$ cat config.mk
export PLATFORM = sky130hd
export DESIGN_NAME = axitrafficgen_rtl_dma_param
export DESIGN_NICKNAME = d
export VERILOG_FILES = /design/src/rtl/axitrafficgen_rtl_pkg.sv /design/src/rtl/axitrafficgen_rtl_pattern.sv /design/src/rtl/axitrafficgen_rtl_dma_param.sv
export SDC_FILE = /design/constraint.sdc
export NUM_CORES = 1
export LEC_CHECK = 0
export ABC_CLOCK_PERIOD_IN_PS = 4370
export BUFFER_PORTS_ARGS = -buffer_cell sky130_fd_sc_hd__buf_2
export CORE_ASPECT_RATIO = 0.9
export CORE_MARGIN = 4
export CORE_UTILIZATION = 43
export CTS_BUF_LIST = sky130_fd_sc_hd__clkbuf_4 sky130_fd_sc_hd__clkbuf_8
export CTS_CLUSTER_SIZE = 14
export DETAILED_ROUTE_END_ITERATION = 10
export MAX_ROUTING_LAYER = met4
export PLACE_DENSITY = 0.76
export SETUP_SLACK_MARGIN = 0.05
export SYNTH_ARGS = -nofsm -noshare
export SYNTH_HDL_FRONTEND = slang
export SYNTH_HIERARCHICAL = 1
export SYNTH_SLANG_ARGS = --single-unit
$ cat constraint.sdc
create_clock -name clk -period 4.37 [get_ports clk]
set_input_delay 0.437 -clock clk [delete_from_list [all_inputs] [get_ports clk]]
set_output_delay 0.437 -clock clk [all_outputs]
set_load 0.05 [all_outputs]
$ cat src/rtl/axitrafficgen_rtl_pkg.sv
// Shared types and constants for the parametrised DMA traffic generator.
package axitrafficgen_rtl_pkg;

  typedef enum logic [2:0] {
    S_IDLE,
    S_RD_REQ,
    S_RD_DATA,
    S_WR_REQ,
    S_WR_DATA,
    S_NEXT,
    S_DONE
  } state_t;

  localparam logic [1:0] MODE_NOP  = 2'd0;
  localparam logic [1:0] MODE_RD   = 2'd1;
  localparam logic [1:0] MODE_WR   = 2'd2;
  localparam logic [1:0] MODE_RDWR = 2'd3;

  localparam logic [2:0] SIZE_32 = 3'b010;
  localparam logic [2:0] SIZE_64 = 3'b011;

  // conf_info_reg2 layout: mode in the low bits, iteration count from bit 8 up
  localparam int MODE_LSB = 0;
  localparam int MODE_W   = 2;
  localparam int ITER_LSB = 8;

  // DMA beat size encoding for a given channel width
  function automatic logic [2:0] dma_size(input int width);
    return (width == 64) ? SIZE_64 : SIZE_32;
  endfunction

endpackage

$ cat src/rtl/axitrafficgen_rtl_pattern.sv
// Expected-word generator plus saturating read-mismatch counter.
// The same expected word feeds the read checker and the write data path.
module axitrafficgen_rtl_pattern #(
  parameter int DMA_WIDTH = 32
) (
  input  logic                 clk,
  input  logic                 rst,
  input  logic                 clear,
  input  logic                 chk_en,
  input  logic [31:0]          base,
  input  logic [31:0]          w,
  input  logic [DMA_WIDTH-1:0] rd_data,
  output logic [DMA_WIDTH-1:0] exp_word,
  output logic [31:0]          mis_cnt
);

  logic [31:0] word;

  // pattern word is burst base plus beat offset, wrapping at 32 bits
  assign word     = base + w;
  assign exp_word = DMA_WIDTH'(word);

  // count mismatching read beats, sticking at all-ones
  always_ff @(posedge clk or negedge rst) begin
    if (!rst)
      mis_cnt <= '0;
    else if (clear)
      mis_cnt <= '0;
    else if (chk_en && (rd_data != exp_word) && (mis_cnt != 32'hFFFF_FFFF))
      mis_cnt <= mis_cnt + 32'd1;
  end

endmodule

$ cat src/rtl/axitrafficgen_rtl_dma_param.sv
// DMA traffic generator: issues read/write bursts of a deterministic word
// pattern over ctrl/chnl handshakes and counts read-back mismatches.
module axitrafficgen_rtl_dma_param
  import axitrafficgen_rtl_pkg::*;
#(
  parameter int          DMA_WIDTH = 32,
  parameter logic [31:0] WR_BASE   = 32'h0001_0000,
  parameter int          CNT_W     = 24
) (
  input  logic                 clk,
  input  logic                 rst,
  input  logic [31:0]          conf_info_reg1,
  input  logic [31:0]          conf_info_reg2,
  input  logic                 conf_done,
  output logic                 acc_done,
  output logic [31:0]          debug,
  output logic                 dma_read_ctrl_valid,
  input  logic                 dma_read_ctrl_ready,
  output logic [31:0]          dma_read_ctrl_data_index,
  output logic [31:0]          dma_read_ctrl_data_length,
  output logic [2:0]           dma_read_ctrl_data_size,
  input  logic                 dma_read_chnl_valid,
  output logic                 dma_read_chnl_ready,
  input  logic [DMA_WIDTH-1:0] dma_read_chnl_data,
  output logic                 dma_write_ctrl_valid,
  input  logic                 dma_write_ctrl_ready,
  output logic [31:0]          dma_write_ctrl_data_index,
  output logic [31:0]          dma_write_ctrl_data_length,
  output logic [2:0]           dma_write_ctrl_data_size,
  output logic                 dma_write_chnl_valid,
  input  logic                 dma_write_chnl_ready,
  output logic [DMA_WIDTH-1:0] dma_write_chnl_data
);

  state_t           state, state_d;
  logic [31:0]      len_q, base_q, w_q;
  logic [1:0]       mode_q, conf_mode;
  logic [CNT_W-1:0] iter_q, i_q, i_nxt, conf_iter;
  logic             start, conf_zero, last_beat, rd_beat, wr_beat;
  logic             unused_conf;
  logic [DMA_WIDTH-1:0] exp_word;

  assign conf_mode   = conf_info_reg2[MODE_LSB +: MODE_W];
  assign conf_iter   = conf_info_reg2[ITER_LSB +: CNT_W];
  assign unused_conf = ^conf_info_reg2;
  assign start       = (state == S_IDLE) && conf_done;
  assign conf_zero   = (conf_mode == MODE_NOP) || (conf_info_reg1 == '0) || (conf_iter == '0);
  assign last_beat   = (w_q == len_q - 32'd1);
  assign rd_beat     = (state == S_RD_DATA) && dma_read_chnl_valid;
  assign wr_beat     = (state == S_WR_DATA) && dma_write_chnl_ready;
  assign i_nxt       = i_q + CNT_W'(1);

  // state register
  always_ff @(posedge clk or negedge rst) begin
    if (!rst) state <= S_IDLE;
    else      state <= state_d;
  end

  // next-state logic
  always_comb begin
    state_d = state;
    case (state)
      S_IDLE:    if (conf_done) begin
                   if (conf_zero)              state_d = S_DONE;
                   else if (conf_mode == MODE_WR) state_d = S_WR_REQ;
                   else                        state_d = S_RD_REQ;
                 end
      S_RD_REQ:  if (dma_read_ctrl_ready) state_d = S_RD_DATA;
      S_RD_DATA: if (rd_beat && last_beat)
                   state_d = (mode_q == MODE_RDWR) ? S_WR_REQ : S_NEXT;
      S_WR_REQ:  if (dma_write_ctrl_ready) state_d = S_WR_DATA;
      S_WR_DATA: if (wr_beat && last_beat) state_d = S_NEXT;
      S_NEXT:    if (i_nxt == iter_q)      state_d = S_DONE;
                 else if (mode_q == MODE_WR) state_d = S_WR_REQ;
                 else                      state_d = S_RD_REQ;
      S_DONE:    state_d = S_IDLE;
      default:   state_d = S_IDLE;
    endcase
  end

  // config latch, iteration index, running burst base (i*len) and beat counter
  always_ff @(posedge clk or negedge rst) begin
    if (!rst) begin
      len_q  <= '0;
      mode_q <= MODE_NOP;
      iter_q <= '0;
      i_q    <= '0;
      base_q <= '0;
      w_q    <= '0;
    end else begin
      case (state)
        S_IDLE: if (conf_done) begin
          len_q  <= conf_info_reg1;
          mode_q <= conf_mode;
          iter_q <= conf_iter;
          i_q    <= '0;
          base_q <= '0;
        end
        S_RD_REQ, S_WR_REQ: w_q <= '0;
        S_RD_DATA: if (rd_beat) w_q <= w_q + 32'd1;
        S_WR_DATA: if (wr_beat) w_q <= w_q + 32'd1;
        S_NEXT: begin
          i_q    <= i_nxt;
          base_q <= base_q + len_q;
        end
        default: ;
      endcase
    end
  end

  // completion pulse lands the cycle after DONE
  always_ff @(posedge clk or negedge rst) begin
    if (!rst) acc_done <= 1'b0;
    else      acc_done <= (state == S_DONE);
  end

  // handshake and data outputs, zero outside their owning state
  always_comb begin
    dma_read_ctrl_valid        = 1'b0;
    dma_read_ctrl_data_index   = '0;
    dma_read_ctrl_data_length  = '0;
    dma_read_ctrl_data_size    = '0;
    dma_read_chnl_ready        = 1'b0;
    dma_write_ctrl_valid       = 1'b0;
    dma_write_ctrl_data_index  = '0;
    dma_write_ctrl_data_length = '0;
    dma_write_ctrl_data_size   = '0;
    dma_write_chnl_valid       = 1'b0;
    dma_write_chnl_data        = '0;
    case (state)
      S_RD_REQ: begin
        dma_read_ctrl_valid       = 1'b1;
        dma_read_ctrl_data_index  = base_q;
        dma_read_ctrl_data_length = len_q;
        dma_read_ctrl_data_size   = dma_size(DMA_WIDTH);
      end
      S_RD_DATA: dma_read_chnl_ready = 1'b1;
      S_WR_REQ: begin
        dma_write_ctrl_valid       = 1'b1;
        dma_write_ctrl_data_index  = WR_BASE + base_q;
        dma_write_ctrl_data_length = len_q;
        dma_write_ctrl_data_size   = dma_size(DMA_WIDTH);
      end
      S_WR_DATA: begin
        dma_write_chnl_valid = 1'b1;
        dma_write_chnl_data  = exp_word;
      end
      default: ;
    endcase
  end

  axitrafficgen_rtl_pattern #(.DMA_WIDTH(DMA_WIDTH)) u_pattern (
    .clk      (clk),
    .rst      (rst),
    .clear    (start),
    .chk_en   (rd_beat),
    .base     (base_q),
    .w        (w_q),
    .rd_data  (dma_read_chnl_data),
    .exp_word (exp_word),
    .mis_cnt  (debug)
  );

endmodule

==> reports/results.tsv <==
metric	value	unit
p_leak	9.218	nW
syn-cell-area	16050	sq um
finalSetupTns	0	ns
fillers	3488	
p_per_area	544.6	nW/um^2
period_needed	4.175	ns
synth_cell_types	103	
io_buffers	295	
drt_first_pass_iters	6	
core	36500	sq um
areaGrowthSynthToFinish	16.31	%
synth_xor_area_frac	0.1123	
yosys_warnings	6	
synth_fa_ha_area_frac	0.05472	
yosys.area_share.simple	0.3083	
die_y	191.3	microns
vdd_drop_max	470.6	uV
hold_viol_final	4	
insertion_delay	0.51	ns
period_share	0.9553	
ys_ff_latch	182	
final_core_util	0.5115	
layout_commonest_cell	nand2_1	
pre_cts_ws	0.1409	ns
global_route.usage.met3	0.04119	
cap_violations	0	
layout.nets	2485	
setup_viol	0	
async_reset_ff_frac	1.000	
multi_input_area	10870	sq um
path_cells	ha_2, o21ai_1, or3_1, a21oi_1, nor3_2, o21ai_2, a211oi_1, xnor2_1, xor2_1, nor4_2, and2_1, buf_12, buf_4, or4_1, a21oi_1	
syn_avg_cell_area	7.807	sq um
max_stage_delay	0.52	ns
run_status	complete, but fails checks	
io_pins	306	
vias	16528	
slew_headroom	0.2226	
critPathKind	reg2reg	
cpMaxStageDelayCell	or4_1	
wl_per_cell	20.18	microns
violations	hold timing	
cts.path.max_buffers	2	
fmax	0.2395	GHz
skew	0.02354	ns
start_kind	flip-flop	
clk_pin_slew_worst_paths	0.10	ns
dp_hpwl	43420	microns
final_cell_mix	nand2_1 (320), buf_2 (294), dfrtp_1 (179), nor2_1 (155), and3_1 (147)	
cts_buffers	17	
synthMuxAreaShare	0.01832	
path_buf_inv	2	
ys.flop_type	dfrtp_1	
synth_top_family_by_area	simple AND/OR/NAND/NOR gates	
rsz0062_at_grt	yes	
critPathArrivalTime	4.59	ns
critPathMaxFanout	15	
viasPerCell	5.884	
synth-seq-area-share	0.2837	
dp.cells	2767	
drive_gt1_frac	0.2042	
antenna_found_initial	3	
crit_family	simple AND/OR/NAND/NOR gates	
cts_tree	done	
critPathRequiredTime	4.78	ns
end_kind	flip-flop	
dieArea	40490	sq um
slew_viol_final	0	
grt_use_met1	0.3720	
hold_class	in2async	
fp-row-count	66	
cts_sinks	182	
grt_max_degree	110	
worst_slack	0.1953	ns
htree_levels	4	
cpMostUsedCell	a21oi_1	
met2_usage	0.4428	
whs	-0.006991	ns
ctsHoldBuffers	0	
ctsRootBufferMaster	clkbuf_8	
fp.dieW	211.7	microns
drc	0	
grt_overflow_total	0	
synthCells	2056	
start_util	0.4398	
place.gp.congestion	0.9721	
grt_pass1_vias	15625	
synth-compound-area-share	0.1741	
routed_wirelength	56680	microns
drt_iter0_drc	1557	
post_layout_nonfiller_instances	2809	
synth_edf_count	0	
grt_pass1_wl	87180	microns
tightest_slew	1.165	ns
regArea	4558	sq um
ant_nets	0	
top_usage_layer	met2	
grt_util_all_layers	0.2784	
stage by stage:
stage / power (mW) / area [sq um]
after floorplan: 7.026 / 16060
after global placement: 8.743 / 18140
after detailed placement: 8.900 / 18140
after CTS: 10.11 / 18520
after global routing: 10.87 / 18660
final: 10.17 / 18670
report_power, final:
| part | switching (mW) | internal (mW) | total (mW) |
|---|---|---|---|
| Sequential | 0.761 | 2.08 | 2.84 |
| Combinational | 4.07 | 2.07 | 6.14 |
| Clock | 0.693 | 0.487 | 1.18 |
timing repair:
action | CTS | global route
endpoints found under the setup margin | 0 | 32
gates resized for setup | 0 | 27
buffers inserted | 0 | 3
sequential cells by signal, indices dropped and copies added, names as in the netlist:
name and flops:
len_q 32, w_q 32, acc_done 1, state 3, iter_q 24, mode_q 2, i_q 24, u_pattern/mis_cnt 32
base_q 32
Yosys cell counts, types with 17 or more instances:
master    count  share of area
nor2b_1      17         0.0066
dfrtp_1     182           0.28
nand2b_1     17         0.0066
o21ai_0     108          0.034
nor3_1       43          0.013
a211oi_1     17         0.0080
buf_2        19         0.0059
ha_1         67          0.052
inv_1        53          0.012
nand3_1      68          0.021
xor2_1       87          0.047
nand2_1     320          0.075
xnor2_1     111          0.061
nand4_1      41          0.016
a21oi_1      86          0.027
a21o_1       19         0.0089
nor4_1       41          0.016
clkbuf_1     92          0.022
and2_1       44          0.017
nor2_1      157          0.037
a31oi_1      21         0.0082
and3_1      147          0.057
metal layers:
layer / vias to the layer above / share of wire
met5: - / 0
met1: 7971 / 0.44
met2: 670 / 0.47
met3: 78 / 0.071
met4: 0 / 0.023
li1: 7809 / -
final cells by class:
class	instances	share of cell area
timing repair buffer	367	0.1097
tap	476	0.03190
multi-input combinational	1692	0.5823
antenna	7	0.0009382
clock buffer	20	0.01407
inverter	53	0.01072
clock inverter	12	0.006232
sequential	182	0.2441
logic make-up after synthesis:
family                   count (synthesis)
flip-flops                             182
XOR/XNOR                               201
buffers and inverters                  185
multiplexers                            26
AND/OR/NAND/NOR                        977
other                                    1
adder cells (fa/ha/maj)                 69
AO/OA/AOI/OAI                          415
final timing paths:
| check | start | endpoint | slack [ns] | cells after the start |
|---|---|---|---|---|
| setup / recovery | w_q[2]$_DFFE_PN0P_ | u_pattern/mis_cnt[7]$_DFFE_PN0P_ | 0.20 | 15 |
| hold / removal | rst | len_q[9]$_DFFE_PN0P_ | -0.007 | 1 |
| setup reg to reg | w_q[2]$_DFFE_PN0P_ | u_pattern/mis_cnt[7]$_DFFE_PN0P_ | 0.20 | 15 |
| hold reg to reg | iter_q[0]$_DFFE_PN0P_ | iter_q[0]$_DFFE_PN0P_ | 0.51 | 2 |
| max in group asynchronous | rst | state[0]$_DFFE_PN0P_ | 3.33 | 2 |
| min in group clk | conf_info_reg2[28] | iter_q[20]$_DFFE_PN0P_ | 0.13 | 3 |
(Power assumes the default switching activity.)
